$ cat config.mk
export PLATFORM = sky130hd
export DESIGN_NAME = ram_burst_master
export DESIGN_NICKNAME = d
export VERILOG_FILES = /design/src/rtl/ram_burst_master.sv
export SDC_FILE = /design/constraint.sdc
export NUM_CORES = 1
export LEC_CHECK = 0
export ABC_AREA = 0
export CORE_ASPECT_RATIO = 1.4
export CORE_MARGIN = 5
export CORE_UTILIZATION = 40
export CTS_BUF_LIST = sky130_fd_sc_hd__clkbuf_4 sky130_fd_sc_hd__clkbuf_8 sky130_fd_sc_hd__clkbuf_16
export DETAILED_ROUTE_END_ITERATION = 16
export MAX_ROUTING_LAYER = met4
export PLACE_DENSITY = 0.79
export SLEW_MARGIN = 15
export SYNTH_ARGS = -nofsm -noshare
export SYNTH_HDL_FRONTEND = slang
export SYNTH_SLANG_ARGS = --single-unit
$ cat constraint.sdc
create_clock -name clk -period 5.2 [get_ports clk]
set_input_delay 1.56 -clock clk [delete_from_list [all_inputs] [get_ports clk]]
set_output_delay 1.56 -clock clk [all_outputs]
set_load 0.005 [all_outputs]
$ cat src/rtl/ram_burst_master.sv
// ram_burst_master: turns single write/read burst commands into beat-by-beat
// accesses on a synchronous single-port RAM. The burst address wraps at DEPTH.
// All outputs come from flops except cmd_ready and wr_ready, which are state
// decodes so a beat can be accepted the same cycle it is offered.
//
// state   | meaning
// --------+-------------------------------------------------------------
// IDLE    | waiting for a command; cmd_ready high
// WR      | accepting write beats; each beat drives one RAM write next cycle
// WR_END  | last write on the RAM pins; done pulse follows
// RD_ADDR | read pins active, RAM samples the address at the end of this cycle
// RD_CAP  | RAM data valid; captured into rd_data at the end of this cycle
// RD_OUT  | rd_valid high, RAM idle, waiting for rd_ready
module ram_burst_master #(
  parameter int ADDR_WIDTH = 6,
  parameter int DATA_WIDTH = 32,
  parameter int DEPTH      = 64,
  parameter int LEN_WIDTH  = 7
) (
  input  logic                  clk,
  input  logic                  rst_n,
  input  logic                  cmd_valid,
  output logic                  cmd_ready,
  input  logic                  cmd_write,
  input  logic [ADDR_WIDTH-1:0] cmd_addr,
  input  logic [LEN_WIDTH-1:0]  cmd_len,
  input  logic                  wr_valid,
  output logic                  wr_ready,
  input  logic [DATA_WIDTH-1:0] wr_data,
  output logic                  rd_valid,
  input  logic                  rd_ready,
  output logic [DATA_WIDTH-1:0] rd_data,
  output logic                  busy,
  output logic                  done,
  output logic [ADDR_WIDTH-1:0] ram_addr,
  output logic [DATA_WIDTH-1:0] ram_wdata,
  output logic                  ram_cs,
  output logic                  ram_we,
  output logic                  ram_oe,
  input  logic [DATA_WIDTH-1:0] ram_rdata
);

  typedef enum logic [2:0] {
    IDLE    = 3'd0,
    WR      = 3'd1,
    WR_END  = 3'd2,
    RD_ADDR = 3'd3,
    RD_CAP  = 3'd4,
    RD_OUT  = 3'd5
  } state_t;

  state_t                state, state_d;
  logic [ADDR_WIDTH-1:0] addr, addr_d, addr_nxt;
  logic [LEN_WIDTH-1:0]  remaining, remaining_d;
  logic                  last_beat;

  logic                  busy_d, done_d, rd_valid_d;
  logic                  ram_cs_d, ram_we_d, ram_oe_d;
  logic [DATA_WIDTH-1:0] rd_data_d, ram_wdata_d;
  logic [ADDR_WIDTH-1:0] ram_addr_d;

  assign cmd_ready = (state == IDLE);
  assign wr_ready  = (state == WR);
  assign addr_nxt  = (addr == ADDR_WIDTH'(DEPTH - 1)) ? '0 : addr + ADDR_WIDTH'(1);
  assign last_beat = (remaining == LEN_WIDTH'(1));

  // Next-state and next-output decode; every registered output defaults to hold.
  always_comb begin
    state_d     = state;
    addr_d      = addr;
    remaining_d = remaining;
    busy_d      = busy;
    done_d      = 1'b0;
    rd_valid_d  = rd_valid;
    rd_data_d   = rd_data;
    ram_cs_d    = ram_cs;
    ram_we_d    = ram_we;
    ram_oe_d    = ram_oe;
    ram_addr_d  = ram_addr;
    ram_wdata_d = ram_wdata;
    case (state)
      IDLE: begin
        if (cmd_valid) begin
          if (cmd_len == '0) begin
            // Empty burst: acknowledge only, never touch the RAM.
            done_d = 1'b1;
          end else begin
            addr_d      = cmd_addr;
            remaining_d = cmd_len;
            busy_d      = 1'b1;
            if (cmd_write) begin
              state_d = WR;
            end else begin
              // Read pins go out with the state change so the RAM samples
              // them at the end of RD_ADDR.
              state_d    = RD_ADDR;
              ram_cs_d   = 1'b1;
              ram_we_d   = 1'b0;
              ram_oe_d   = 1'b1;
              ram_addr_d = cmd_addr;
            end
          end
        end
      end
      WR: begin
        if (wr_valid) begin
          ram_cs_d    = 1'b1;
          ram_we_d    = 1'b1;
          ram_oe_d    = 1'b0;
          ram_addr_d  = addr;
          ram_wdata_d = wr_data;
          addr_d      = addr_nxt;
          remaining_d = remaining - LEN_WIDTH'(1);
          if (last_beat) state_d = WR_END;
        end else begin
          ram_cs_d = 1'b0;
          ram_we_d = 1'b0;
        end
      end
      WR_END: begin
        ram_cs_d = 1'b0;
        ram_we_d = 1'b0;
        done_d   = 1'b1;
        busy_d   = 1'b0;
        state_d  = IDLE;
      end
      RD_ADDR: begin
        state_d = RD_CAP;
      end
      RD_CAP: begin
        ram_cs_d   = 1'b0;
        ram_oe_d   = 1'b0;
        rd_data_d  = ram_rdata;
        rd_valid_d = 1'b1;
        state_d    = RD_OUT;
      end
      RD_OUT: begin
        if (rd_ready) begin
          rd_valid_d  = 1'b0;
          addr_d      = addr_nxt;
          remaining_d = remaining - LEN_WIDTH'(1);
          if (last_beat) begin
            done_d  = 1'b1;
            busy_d  = 1'b0;
            state_d = IDLE;
          end else begin
            ram_cs_d   = 1'b1;
            ram_oe_d   = 1'b1;
            ram_addr_d = addr_nxt;
            state_d    = RD_ADDR;
          end
        end
      end
      default: begin
        state_d = IDLE;
      end
    endcase
  end

  // State, burst bookkeeping and output registers with synchronous reset.
  always_ff @(posedge clk) begin
    if (!rst_n) begin
      state     <= IDLE;
      addr      <= '0;
      remaining <= '0;
      busy      <= 1'b0;
      done      <= 1'b0;
      rd_valid  <= 1'b0;
      rd_data   <= '0;
      ram_cs    <= 1'b0;
      ram_we    <= 1'b0;
      ram_oe    <= 1'b0;
      ram_addr  <= '0;
      ram_wdata <= '0;
    end else begin
      state     <= state_d;
      addr      <= addr_d;
      remaining <= remaining_d;
      busy      <= busy_d;
      done      <= done_d;
      rd_valid  <= rd_valid_d;
      rd_data   <= rd_data_d;
      ram_cs    <= ram_cs_d;
      ram_we    <= ram_we_d;
      ram_oe    <= ram_oe_d;
      ram_addr  <= ram_addr_d;
      ram_wdata <= ram_wdata_d;
    end
  end

endmodule

==> impl_metrics.tcl <==
set metrics [dict create \
    drt_iter0_markers 247 \
    dp_hpwl_mm 9.23 \
    synth_top_area_share 0.447 \
    slew_viol_final 0 \
    die_area_mm2 0.0125 \
    r2r_end "addr[0]" \
    ctsLongestPathBuffers 2 \
    cts_hold_buf 0 \
    grt_max_degree 34 \
    cp.arrival_ns 2.24 \
    viasPerCell 5.40 \
    coreArea_mm2 0.0100 \
    cts_tree "done" \
    finalCriticalPeriod_ns 3.80 \
    syn-cell-area_mm2 0.00412 \
    clock_latency_ns 0.33 \
    routedWlPerCell_um 15.9 \
    ctsResizeCount 0 \
    antenna_found_initial 0 \
    synth_area_leaders "dfxtp_1 (45%), nand2_1 (14%), a21oi_1 (9.4%), clkbuf_1 (2.8%), mux2i_1 (1.7%)" \
    synth_nets 609 \
    tightest_slew_ns 1.06 \
    yosysWarnings 0 \
    synth_seq_cells 92 \
    drv_cap 0 \
    timing.rr.start "state[0]" \
    routed_wl_mm 12.7 \
    rows 43 \
    grt_overflow 0 \
    fmax_mhz 263 \
    fin_nets 742 \
    ff_latch_area_mm2 0.00184 \
    dieWidth_um 95.8 \
    postRouteAntennaNets 0 \
    async_flop_share 0 \
    syn_inst 523 \
    fin_crit_sh 0.731 \
    insertedDiodeCount 0 \
    die_h_um 130 \
    slew_headroom 0.295 \
    hp-class "reg2reg" \
    rsz0062_at_grt "false" \
    startpoint_type "flop" \
    fillers 917 \
    setup_viol 0 \
    tns_ns 0 \
    ys.flop_type "dfxtp_1" \
    cts_made_buffers 9 \
    io_pins 161 \
    yosysTopAreaCell "dfxtp_1" \
    min_path_cells 2 \
    port-buffer-count 160 \
    first_global_vias 4070 \
    vdd_drop_max_v 0.000169 \
    layout-drive-gt1-share 0.0545 \
    p_leak_nw 2.10 \
    area_delta_synth_final_pct 46.8 \
    yosysSeqAreaShare 0.447 \
    reg2reg_slack_ns 2.56 \
    path_max_fanout 25 \
    grt_pass1_wl_mm 19.7 \
    cts_sinks 92 \
    hp-start "ram_wdata[6]" \
    status "finished, final reports clean" \
    avgSynthCellArea_um2 7.87 \
    drc 0 \
    place_congestion 0.908 \
    grtUsageTotal 0.206 \
    critPathKind "reg2out" \
    ys_types 62 \
    htree_levels 3 \
    dr.pass1.iters 5 \
    fin_skew_ns 0.00661 \
    worst_ep_required_time_ns 3.64 \
    synth_edf_count 0 \
    power.density_mw_per_mm2 314 \
    r2r_cells 4 \
    multi_input_area_mm2 0.00205 \
    cts_setup_buffers 0 \
    post-route-util 0.604 \
    root_buffer "clkbuf_16" \
    whs_ns 0.453 \
    clk_pin_slew_ns 0.07 \
    vias 4302 \
    hold_viol_final 0 \
    min_to "ram_wdata[6]" \
    start_util 0.411 \
    critPathCaptureType "output port" \
]
[layer usage]
metal | share of wire | up-vias | GRT usage
li1 | - | 2081 | -
met1 | 0.38 | 2003 | 0.232
met2 | 0.51 | 192 | 0.349
met3 | 0.076 | 26 | 0.0404
met4 | 0.031 | 0 | 0.0905
met5 | 0 | - | -
[metrics by stage]
step | area, µm² | worst slack (ns) | power [mW] | instances
detailed placement | 5740 | 1.62 | 1.29 | 779
CTS | 6030 | 1.43 | 1.91 | 795
floorplan | 4120 | 2.41 | 1.08 | 523
global route | 6040 | 1.31 | 2.00 | 796
global placement | 5740 | 1.67 | 1.28 | 779
finish | 6040 | 1.40 | 1.90 | 796
[Yosys cell counts (all sizes together), types with 3 or more instances]
master  number
a311oi       5
ha           3
nand4        4
o21ai       11
nor2b        5
and3         8
nor3b        3
nand2b       4
nor4        10
nor2        15
a21oi       78
o32ai        5
buf         13
a31oi        5
mux2         3
inv         10
clkbuf      32
dfxtp       92
nand2      150
nor3         5
mux2i        7
nand3        5
and2         6
o41ai        3
[worst max-delay path, cell delays in order, from the launching register on]
cell and delay, ns:
dfxtp_1 0.92, nor3b_1 0.37, clkdlybuf4s50_1 0.62
[power by group]
part,internal (mW),switching (mW)
Sequential,0.762,0.0656
Combinational,0.239,0.217
Clock,0.331,0.284
Total,1.33,0.567
[flip-flops by register name (all words and copies together), names as in the netlist]
name and flops:
addr 6, busy 1, done 1, ram_addr 6
ram_cs 1, ram_oe 1, ram_wdata 32, ram_we 1
rd_data 32, rd_valid 1, remaining 7, state 3
[cells in the final DEF, fill, tap and decap left out, types with 3 or more instances in the layout]
cell	instances
nand4_1	3
and3_1	8
buf_4	6
dfxtp_1	92
nor3_1	3
nand2b_1	3
o41ai_1	3
o32ai_1	5
nor3b_1	3
and2_1	6
a311oi_1	5
nor4_1	9
clkdlybuf4s50_1	160
clkbuf_16	9
o21ai_0	11
inv_6	3
mux2i_1	7
nor2_1	14
a31oi_1	5
inv_1	10
nand2_1	150
nand3_1	5
nor2b_1	5
ha_1	3
a21oi_1	77
[logic make-up (layout without fill, tap and decap cells)]
| group | count (synthesis) | in the layout | share of synthesized area |
|---|---|---|---|
| AO/OA/AOI/OAI | 138 | 138 | 0.210 |
| multiplexers | 10 | 10 | 0.0252 |
| buffers and inverters | 56 | 194 | 0.0577 |
| XOR/XNOR | 3 | 3 | 0.00638 |
| AND/OR/NAND/NOR | 221 | 221 | 0.244 |
| adder cells (fa/ha/maj) | 3 | 3 | 0.00912 |
| flip-flops | 92 | 92 | 0.447 |
[how the worst max path moves through the flow]
stage | cells past startpoint | end | slack [ns] | startpoint
after floorplan | 6 | remaining[3] | 2.41 | cmd_len[2]
after global placement | 5 | addr[0] | 1.67 | cmd_len[2]
after detailed placement | 5 | remaining[0] | 1.62 | cmd_valid
after CTS | 2 | wr_ready | 1.43 | state[0]
after global routing | 2 | wr_ready | 1.31 | state[0]
final | 2 | wr_ready | 1.40 | state[0]
[final cells by class]
class,count,area share
Clock buffer,9,0.0373
Sequential cell,92,0.305
Multi-Input combinational cell,375,0.339
Tap cell,135,0.0279
Timing Repair Buffer,167,0.275
Clock inverter,7,0.00952
Inverter,11,0.00683
No activity file was read; power rests on OpenSTA's default activity.
